### config.mk
export PLATFORM = sky130hd
export DESIGN_NAME = ex_mem_reg
export DESIGN_NICKNAME = d
export VERILOG_FILES = /design/src/rtl/ex_mem_reg.sv
export SDC_FILE = /design/constraint.sdc
export NUM_CORES = 1
export LEC_CHECK = 0
export BUFFER_PORTS_ARGS = -buffer_cell sky130_fd_sc_hd__buf_2
export CORE_AREA = 8 8 156 158
export CTS_BUF_LIST = sky130_fd_sc_hd__clkbuf_8 sky130_fd_sc_hd__clkbuf_16
export DETAILED_ROUTE_END_ITERATION = 16
export DIE_AREA = 0 0 164 166
export PLACE_DENSITY = 0.69
export SYNTH_ARGS = -nofsm -noshare
export SYNTH_HDL_FRONTEND = slang
export SYNTH_SLANG_ARGS = --single-unit
export TNS_END_PERCENT = 100
### constraint.sdc
create_clock -name clk -period 6.9 [get_ports clk]
set_input_delay 0 -clock clk [delete_from_list [all_inputs] [get_ports clk]]
set_output_delay 0 -clock clk [all_outputs]
set_load 0.02 [all_outputs]
### src/rtl/ex_mem_reg.sv
// rtl/ex_mem_reg.sv - LEGv8 EX/MEM pipeline register with NZCV flags (optional flag register: EX_MEM_NZCV_EN)
module ex_mem_reg #(
    parameter int WORD     = 64,
    parameter int REG_ADDR = 5
) (
    input  logic                clk,
    input  logic                rst,
    input  logic                stall,
    input  logic                flush,
    input  logic                ex_valid,
    input  logic [WORD-1:0]     ex_ALUOut,
    input  logic                ex_Zero,
    input  logic                ex_Negative,
    input  logic                ex_Overflow,
    input  logic                ex_Co,
    input  logic [WORD-1:0]     ex_WriteData,
    input  logic [WORD-1:0]     ex_BrTarget,
    input  logic [REG_ADDR-1:0] ex_Rd,
    input  logic [5:0]          ex_ctl,
    input  logic                ex_SetFlags,
    output logic                mem_valid,
    output logic [WORD-1:0]     mem_ALUOut,
    output logic                mem_Zero,
    output logic [WORD-1:0]     mem_WriteData,
    output logic [WORD-1:0]     mem_BrTarget,
    output logic [REG_ADDR-1:0] mem_Rd,
    output logic [5:0]          mem_ctl,
    output logic                mem_PCSrc,
    output logic [3:0]          NZCV
);

    // Bit positions inside ex_ctl / mem_ctl: {RegWrite,MemRead,MemWrite,MemtoReg,Branch,UncondBranch}
    localparam int CTL_UNCOND = 0;
    localparam int CTL_BRANCH = 1;

    // A load only happens when neither flush nor stall is active
    logic load;
    assign load = !flush && !stall;

    // Pipeline register: flush inserts a bubble (data fields kept), stall holds, otherwise capture EX.
    // Control is zeroed for invalid entries so they can never write memory or registers.
    always_ff @(posedge clk or posedge rst) begin
        if (rst) begin
            mem_valid     <= 1'b0;
            mem_ALUOut    <= '0;
            mem_Zero      <= 1'b0;
            mem_WriteData <= '0;
            mem_BrTarget  <= '0;
            mem_Rd        <= '0;
            mem_ctl       <= '0;
        end else if (flush) begin
            mem_valid <= 1'b0;
            mem_ctl   <= '0;
            mem_Zero  <= 1'b0;
        end else if (load) begin
            mem_valid     <= ex_valid;
            mem_ALUOut    <= ex_ALUOut;
            mem_Zero      <= ex_Zero;
            mem_WriteData <= ex_WriteData;
            mem_BrTarget  <= ex_BrTarget;
            mem_Rd        <= ex_Rd;
            mem_ctl       <= ex_valid ? ex_ctl : 6'b000000;
        end
    end

    // Branch resolution: unconditional branch, or CBZ-style branch when the registered Zero is set.
    // mem_valid gating keeps this low through reset and for bubbles.
    assign mem_PCSrc = mem_valid &
                       (mem_ctl[CTL_UNCOND] | (mem_ctl[CTL_BRANCH] & mem_Zero));

`ifdef EX_MEM_NZCV_EN
    // Architectural flag register: only a real flag-setting instruction on a load edge updates it
    always_ff @(posedge clk or posedge rst) begin
        if (rst) begin
            NZCV <= 4'b0000;
        end else if (load && ex_valid && ex_SetFlags) begin
            NZCV <= {ex_Negative, ex_Zero, ex_Co, ex_Overflow};
        end
    end
`else
    // No flag register in this build; flag inputs are intentionally ignored
    logic unused_flag_inputs;
    assign unused_flag_inputs = &{1'b0, ex_SetFlags, ex_Negative, ex_Overflow, ex_Co};
    assign NZCV = 4'b0000;
`endif

endmodule
==> flow_metrics.py <==
metrics = {
    "final_layout": {
        "areaGrowthSynthToFinish_pct": 63.5,
        "fin_area_um2": 13500,
        "sequential_cell_area_um2": 5130,
        "antenna_diode_count": 0,
        "nFillCells": 1555,
        "nets": 1309,
        "multiInputGateArea_um2": 2880,
        "share_of_final_layout_standard_cells_stronger_than_drive_strength_1_pct": 58.9,
    },
    "synthesis": {
        "yosysMostFrequentCell": "sky130_fd_sc_hd__dfrtp_1",
        "synth.top_cells.by_area": "sky130_fd_sc_hd__dfrtp_1 (62%), sky130_fd_sc_hd__mux2_4 (24%), sky130_fd_sc_hd__mux2_2 (9.1%)",
        "synth.largest_area_cell": "sky130_fd_sc_hd__dfrtp_1",
        "synth_cell_types": 16,
        "synth.ff_latch_count": 205,
        "synth_area_um2": 8280,
        "synth_top_flop_cell": "sky130_fd_sc_hd__dfrtp_1",
        "synth-edff-count": 0,
        "syn_area_per_cell_um2": 18.2,
        "number_of_cells_produced_by_synthesis": 456,
        "postSynth.asyncResetShare_pct": 100,
        "synth_commonest_cells": "sky130_fd_sc_hd__dfrtp_1 (205), sky130_fd_sc_hd__mux2_4 (130), sky130_fd_sc_hd__mux2_2 (67)",
        "post_synthesis_sequential_area_ratio_pct": 62.0,
        "yosys_warnings": 0,
        "area_share_of_the_leading_cell_type_in_the_synthesized_netlist_pct": 62.0,
    },
    "sta": {
        "slew_headroom_pct": 38.3,
        "final-hold-violation-count": 0,
        "max_freq_mhz": 439,
        "finalMaxSlewViolations": 0,
        "finalSetupViolations": 0,
        "timing.final.crit_period_ns": 2.28,
        "finClkSkew_ns": 0,
        "fin_crit_sh_pct": 33.0,
        "fin_setup_tns_ns": 0,
        "unrepaired_setup_endpoints_after_global_routing": "no",
        "timing_worst_slew_pin_value_ns": 0.925,
    },
    "power": {
        "power.internal_mw": 2.66,
        "power_mw": 3.71,
        "comb_power_share_pct": 24.7,
        "sequential_cell_fraction_of_total_power_pct": 39.8,
        "net-switching-power_mw": 1.05,
        "power.share.clock_pct": 35.6,
        "maximum_ir_drop_on_the_vdd_rail_v": 0.000252,
        "pwr_density_cell_nw_per_um2": 274,
        "netSwitchingFraction_pct": 28.3,
        "power.leakage_nw": 6.74,
    },
    "worst_setup_path": {
        "start_kind": "primary input",
        "timing.critical_path.cells": "dlygate4sd3_1, buf_2, nor2_8, buf_4, mux2_4",
        "ff_to_ff_start": "mem_Zero$_DFFE_PP0P_",
        "worst_setup_path_end_kind": "register",
        "timing.critical_path.arrival_ns": 2.65,
        "r2r_cells": 4,
        "r2r_end": "mem_Zero$_DFFE_PP0P_",
        "timing.critical_path.max_delay_family": "buffers and inverters",
        "critPathRequiredTime_ns": 7.28,
        "cpMaxStageDelayCell": "sky130_fd_sc_hd__buf_4",
        "critical_path_class": "primary input to register",
        "cp_slowest_stage_delay_ns": 0.83,
        "timing.reg2reg.setup_slack_ns": 5.10,
        "worstPathBufferInverterCount": 3,
        "cp_max_fo": 49,
    },
    "job": {
        "cap_viol_max_count": 0,
    },
    "floorplan": {
        "design.die.area_um2": 27200,
        "die_width_um": 164,
        "initial_utilization_pct": 37.5,
        "die_h_um": 166,
        "rows": 55,
        "core_region_area_um2": 22100,
        "ioPinCount": 423,
    },
    "placed_design": {
        "number_of_i_o_port_buffers": 414,
        "hpwlAfterDp_um": 16400,
        "area_after_dpl_um2": 10500,
        "place_congestion": 0.730,
    },
    "routing": {
        "num_vias": 6320,
        "ant_nets": 0,
        "route.detailed.vias_per_inst": 4.52,
        "drt_wl_total_um": 26100,
        "wl_per_cell_um": 18.7,
        "drc": 0,
        "initialDrtViolationCount": 359,
        "firstDrtPassIters": 5,
    },
    "global_route": {
        "grt_max_degree": 133,
        "global_route.usage.total_pct": 18.7,
        "global_route.overflow_total": 0,
        "initial_antenna_violation_count": 0,
        "grt_pass1_wl_um": 41000,
        "vias_in_the_first_global_route": 7453,
    },
    "clocking": {
        "post_cts.resized_instances": 0,
        "cts.htree.levels": 1,
        "cts_tree": "built",
        "cts_buffers": 24,
        "ctsRootBufferMaster": "sky130_fd_sc_hd__clkbuf_16",
        "clkSlewWorstSetupHoldPaths_ns": 0.06,
        "worstSkewPairLatency_ns": 0.50,
        "clock_path_buffers": 3,
        "cts_sink_cnt": 205,
    },
    "worst_hold_path": {
        "holdCritPathClass": "primary input to async pin",
    },
    "run_status": {
        "run_status": "finished, final reports clean",
    },
}
-- power groups by stage --
stage	sequential (mW)	clock [mW]	combinational, mW
6_report	1.47	1.32	0.914
5_1_grt	1.49	1.40	0.967
4_1_cts	1.47	1.36	0.916
3_5_place_dp	1.48	0	0.814
3_3_place_gp	1.48	0	0.804
2_1_floorplan	1.70	0	0.293
-- worst reg2reg max path: stages, from the launching register on --
cell	delay, ns
sky130_fd_sc_hd__dfrtp_1	0.40
sky130_fd_sc_hd__mux2i_1	0.13
sky130_fd_sc_hd__dlygate4sd3_1	0.57
sky130_fd_sc_hd__nor2_1	0.04
sky130_fd_sc_hd__dlygate4sd3_1	0.55
-- what timing repair did --
item	in CTS	in global routing
hold endpoints to repair	336	0
buffers inserted	0	0
hold buffers	221	0
-- cells by family after synthesis --
| kind of cell | count (synthesis) | share of synthesized area (%) |
|---|---|---|
| flops | 205 | 62.0 |
| mux | 199 | 32.9 |
| buf+inv | 28 | 3.43 |
| simple gates | 16 | 1.22 |
| compound gates | 7 | 0.423 |
| other cells | 1 | 0.0453 |
-- per-stage QoR --
step | utilization, % | hold WS (ns) | std cells | setup WS (ns)
after floorplan | - | 0.148 | 459 | 1.30
after CTS | 61.3 | 0.223 | 1397 | 4.60
after global placement | 47.5 | 0.230 | 1134 | 4.64
final | 61.3 | 0.224 | 1397 | 4.62
after global routing | 61.3 | 0.242 | 1397 | 4.49
after detailed placement | 47.5 | 0.234 | 1134 | 4.61
-- area by class of cell --
type	instances	area share (%)
Clock buffer	31	5.23
Clock inverter	11	0.980
Inverter	1	0.0832
Multi-Input combinational cell	226	21.3
Sequential cell	205	37.9
Tap cell	285	2.63
Timing Repair Buffer	638	31.9
-- worst max path at each step --
| stage | start | endpoint | slack, ns | cells after the start |
|---|---|---|---|---|
| after floorplan | rst | mem_ALUOut[0]$_DFFE_PP0P_ | 1.30 | 1 |
| after global placement | stall | mem_ALUOut[24]$_DFFE_PP0P_ | 4.64 | 4 |
| after detailed placement | stall | mem_ALUOut[48]$_DFFE_PP0P_ | 4.61 | 4 |
| after CTS | flush | mem_ALUOut[48]$_DFFE_PP0P_ | 4.60 | 5 |
| after global routing | flush | mem_ALUOut[48]$_DFFE_PP0P_ | 4.49 | 5 |
| final | flush | mem_ALUOut[53]$_DFFE_PP0P_ | 4.62 | 5 |
-- placed cells by master (no fill, tap or decap), drive strengths merged --
cell and n:
a21oi 7, mux2i 2, buf 417, nand3b 6, dlygate4sd3 221, inv 5, conb 4, mux2 197
clkbuf 31, nand2 6, nor2 3, nor2b 1, dfrtp 205, clkinv 4, bufinv 3
-- metal layers --
metal | track usage, % | up-vias | routed length [um] | part of all wire, %
li1 | - | 2871 | - | -
met1 | 21.0 | 3074 | 9790 | 38
met2 | 32.1 | 304 | 12800 | 49
met3 | 6.10 | 71 | 2380 | 9.1
met4 | 7.43 | 0 | 1080 | 4.1
met5 | 0 | - | 0 | 0
-- flip-flops by register name, summed over array words and instances, names as in the netlist --
| signal | flops |
|---|---|
| mem_ctl | 6 |
| mem_Zero | 1 |
| mem_Rd | 5 |
| mem_valid | 1 |
| mem_WriteData | 64 |
| mem_BrTarget | 64 |
| mem_ALUOut | 64 |
No activity file was read; power rests on OpenSTA's default activity.
